### src/rtl/mips_reg_file.sv
// MIPS general-purpose register file: one clocked write port, two combinational read ports.
// Register 0 reads as zero. Define REGFILE_BYPASS_EN to forward same-cycle write data to the read ports.
module mips_reg_file #(
  parameter int DATA_W   = 32,
  parameter int ADDR_W   = 5,
  parameter int NUM_REGS = 32
) (
  input  logic              clk,
  input  logic              reset,
  input  logic              we,
  input  logic [ADDR_W-1:0] wa,
  input  logic [DATA_W-1:0] wd,
  input  logic [ADDR_W-1:0] ra1,
  input  logic [ADDR_W-1:0] ra2,
  output logic [DATA_W-1:0] rd1,
  output logic [DATA_W-1:0] rd2
);

  // Register 0 has no storage; index decode by loop keeps out-of-range addresses inert.
  logic [DATA_W-1:0] regs [1:NUM_REGS-1];

  always_ff @(posedge clk) begin
    if (reset) begin
      for (int i = 1; i < NUM_REGS; i++) regs[i] <= '0;
    end else if (we) begin
      for (int i = 1; i < NUM_REGS; i++) begin
        if (wa == ADDR_W'(i)) regs[i] <= wd;
      end
    end
  end

  logic [DATA_W-1:0] stored1;
  logic [DATA_W-1:0] stored2;

  always_comb begin
    stored1 = '0;
    stored2 = '0;
    for (int i = 1; i < NUM_REGS; i++) begin
      if (ra1 == ADDR_W'(i)) stored1 = regs[i];
      if (ra2 == ADDR_W'(i)) stored2 = regs[i];
    end
  end

`ifdef REGFILE_BYPASS_EN
  logic wa_valid;
  logic fwd1;
  logic fwd2;

  always_comb begin
    wa_valid = 1'b0;
    for (int i = 1; i < NUM_REGS; i++) begin
      if (wa == ADDR_W'(i)) wa_valid = 1'b1;
    end
  end

  // Forwarding resolves the WB->ID hazard; suppressed while reset clears the file.
  assign fwd1 = !reset && we && wa_valid && (ra1 == wa);
  assign fwd2 = !reset && we && wa_valid && (ra2 == wa);
  assign rd1  = fwd1 ? wd : stored1;
  assign rd2  = fwd2 ? wd : stored2;
`else
  assign rd1 = stored1;
  assign rd2 = stored2;
`endif

endmodule

### config.mk
export PLATFORM = sky130hd
export DESIGN_NAME = mips_reg_file
export DESIGN_NICKNAME = d
export VERILOG_FILES = /design/src/rtl/mips_reg_file.sv
export SDC_FILE = /design/constraint.sdc
export NUM_CORES = 2
export LEC_CHECK = 0
export BUFFER_PORTS_ARGS = -buffer_cell sky130_fd_sc_hd__clkbuf_2
export CORE_MARGIN = 2
export CORE_UTILIZATION = 30
export CTS_CLUSTER_SIZE = 16
export DETAILED_ROUTE_END_ITERATION = 10
export PLACE_DENSITY = 0.43
export SYNTH_ARGS = -nofsm -noshare
export SYNTH_HDL_FRONTEND = slang
export SYNTH_SLANG_ARGS = --single-unit
export TNS_END_PERCENT = 20
### constraint.sdc
create_clock -name clk -period 6.8 [get_ports clk]
set_input_delay 0.34 -clock clk [delete_from_list [all_inputs] [get_ports clk]]
set_output_delay 0.34 -clock clk [all_outputs]
set_load 0.01 [all_outputs]
==> flow_summary.ini <==
[logic_synthesis]
synth_seq_area_share_pct = 52.7
ys_top_cells_by_count = and2_1, edfxtp_1, o21ai_0
synth_top_area_share_pct = 52.7
synth_area_leaders = edfxtp_1, and2_1, o21ai_0, mux2i_1, a21oi_1
synth_edf_count = 992
syn_area_um2 = 56500
synth_nets = 5414
yosysTopAreaCell = edfxtp_1
synth_seq_cells = 992
yosysMostFrequentCell = and2_1
synth_cell_types = 96
synthFlopType = edfxtp_1
synthCells = 5364
yosys_warnings = 0
async_reset_ff_share_pct = 0
avgSynthCellArea_um2 = 10.5

[grt]
grt_use_total_pct = 34.0
antenna_found_initial = 37
grt_overflow = 0
grt_pass1_vias = 46400
grt_pass1_wl_um = 444000
grt_max_degree = 86

[flow_run]
max-cap-violations = 0

[sta]
hold_viol = 0
rsz0062_at_grt = false
min_period_over_period_pct = 79.3
setup-tns-final_ns = 0
min_period_ns = 5.40
relSlewSlack_pct = 6.99
finalSetupViolCount = 0
clock.fmax_mhz = 185
tightest_slew_ns = 1.38
slew_violations = 0

[worst_setup_path]
cpLargestDelayFamily = compound AO/OA/AOI/OAI gates
path_class = primary input to output port
start_kind = primary input
critical_path_required_ns = 6.46
crit_slowest_cell = a221oi_1
crit_start = ra2[3]
path_cells = clkbuf_2, nor2b_2, nand2_2, a21o_1, a221oi_1, a2111oi_1, buf_4, nor4_2, clkbuf_2
max_stage_delay_ns = 1.24
cp.arrival_ns = 5.06
end_kind = output port
critical_path.most_common_cell = clkbuf_2
path_buf_inv = 3
crit_fanout = 16

[clock_tree]
h-tree-depth = 3
cts_root_buf = clkbuf_16
clockBufferDepth = 3
clock-sinks = 992
clkTransAtPathRegs_ns = 0.06
cts_made_buffers = 118
cts_tree = yes
postCtsResizedCells = 0
post-cts-setup-buffers = 0
hold_buffers = 0

[detailed_routing]
drt_pass1_iterations = 6
ant_nets = 0
routedWlPerCell_um = 42.5
vias = 50400
route.detailed.drc = 0
via_per_inst = 6.37
drt_iter0_markers = 9432
wirelength_um = 337000

[floorplanning]
row_count = 159
die_h_um = 438
die_area_um2 = 192000
fp.dieW_um = 438
start_util_pct = 30.1
coreArea_um2 = 188000
ios = 114

[finish]
largest_register = regs
nets = 5355
final_core_util_pct = 34.3
reg_top3 = regs x992
post_route_cells_drive_above_1_share_pct = 14.1
syn2layout_area_growth_pct = 13.8
largest_reg_flops = 992

[run_status]
outcome = finished clean

[place]
numPortBuffers = 113
post-dp-hpwl_um = 229000
place_congestion = 0.990

[power]
ir_drop_v = 0.000222
power_density_nw_per_um2 = 260
power.leakage_nw = 22.2

[worst_hold_path]
hold_path.startpoint = wa[2]
hold_class = primary input to register
routing by layer:
layer	part of all wire, %	global-route usage [%]
met2	44	51.8
met5	0.034	0
met4	5.4	15.2
met3	11	8.37
met1	40	45.5
final timing paths:
check                          end  slack (ns)  cells after the start
worst max-delay path       rd2[14]        1.40                      9
worst min-delay path  regs[0][490]        0.32                      3
logic make-up after synthesis:
| group | Yosys count | share of synthesized area (%) |
|---|---|---|
| DFF | 992 | 52.7 |
| AOI/OAI and AO/OA | 1646 | 18.7 |
| and+or+nand+nor | 1893 | 18.6 |
| buffers and inverters | 554 | 4.60 |
| muxes | 279 | 5.40 |
through the flow:
step	instances	instance area, um^2	total power (W)	hold slack (ns)	setup slack [ns]
detailed placement	7680	60200	0.00975	1.00	1.78
global placement	7680	60200	0.00976	1.01	1.69
global route	7905	64300	0.0170	0.312	1.63
CTS	7900	64300	0.0166	0.296	1.75
floorplan	5364	56500	0.00840	0.538	3.84
finish	7922	64300	0.0167	0.322	1.40
worst min-delay path, delay by kind of cell:
kind / cells / cell delay (ns)
AND/OR/NAND/NOR: 1 / 0.36
AO/OA/AOI/OAI: 1 / 0.08
buffers and inverters: 1 / 0.15
cell usage in the layout, fill, tap and decap left out, types with 21 or more instances in the layout:
master	count
and2_1	998
edfxtp_1	992
o21ai_0	442
a21oi_1	386
nand2_1	271
nor2_1	266
buf_4	239
mux2i_1	207
o22ai_1	159
clkbuf_16	122
clkbuf_2	106
a221oi_1	91
a22oi_1	76
nand3_1	65
o221ai_1	63
mux2_2	57
a211oi_1	54
nor3_1	51
nor2b_1	43
a31oi_1	39
o211ai_1	35
nor2_2	30
nand2b_1	27
a221o_1	26
nor2_4	25
clkinv_1	25
o31ai_1	24
o21bai_4	24
diode_2	22
bufinv_16	22
clkinv_2	21
final cells by class:
class	count	area, um^2
Clock buffer	141	3120
Inverter	21	80.1
Antenna cell	22	55.1
Fill cell	18800	123000
Clock inverter	79	960
Tap cell	2495	3120
Timing Repair Buffer	354	2480
Sequential cell	992	29800
Multi-Input combinational cell	3818	24700
power by group:
part / internal [W] / leakage (nW) / switching [W] / total, W
Combinational: 0.000572 / 10.7 / 0.00181 / 0.00239
Sequential: 0.00708 / 9.46 / 0.000299 / 0.00738
Clock: 0.00409 / 1.98 / 0.00288 / 0.00697
(Power assumes the default switching activity.)
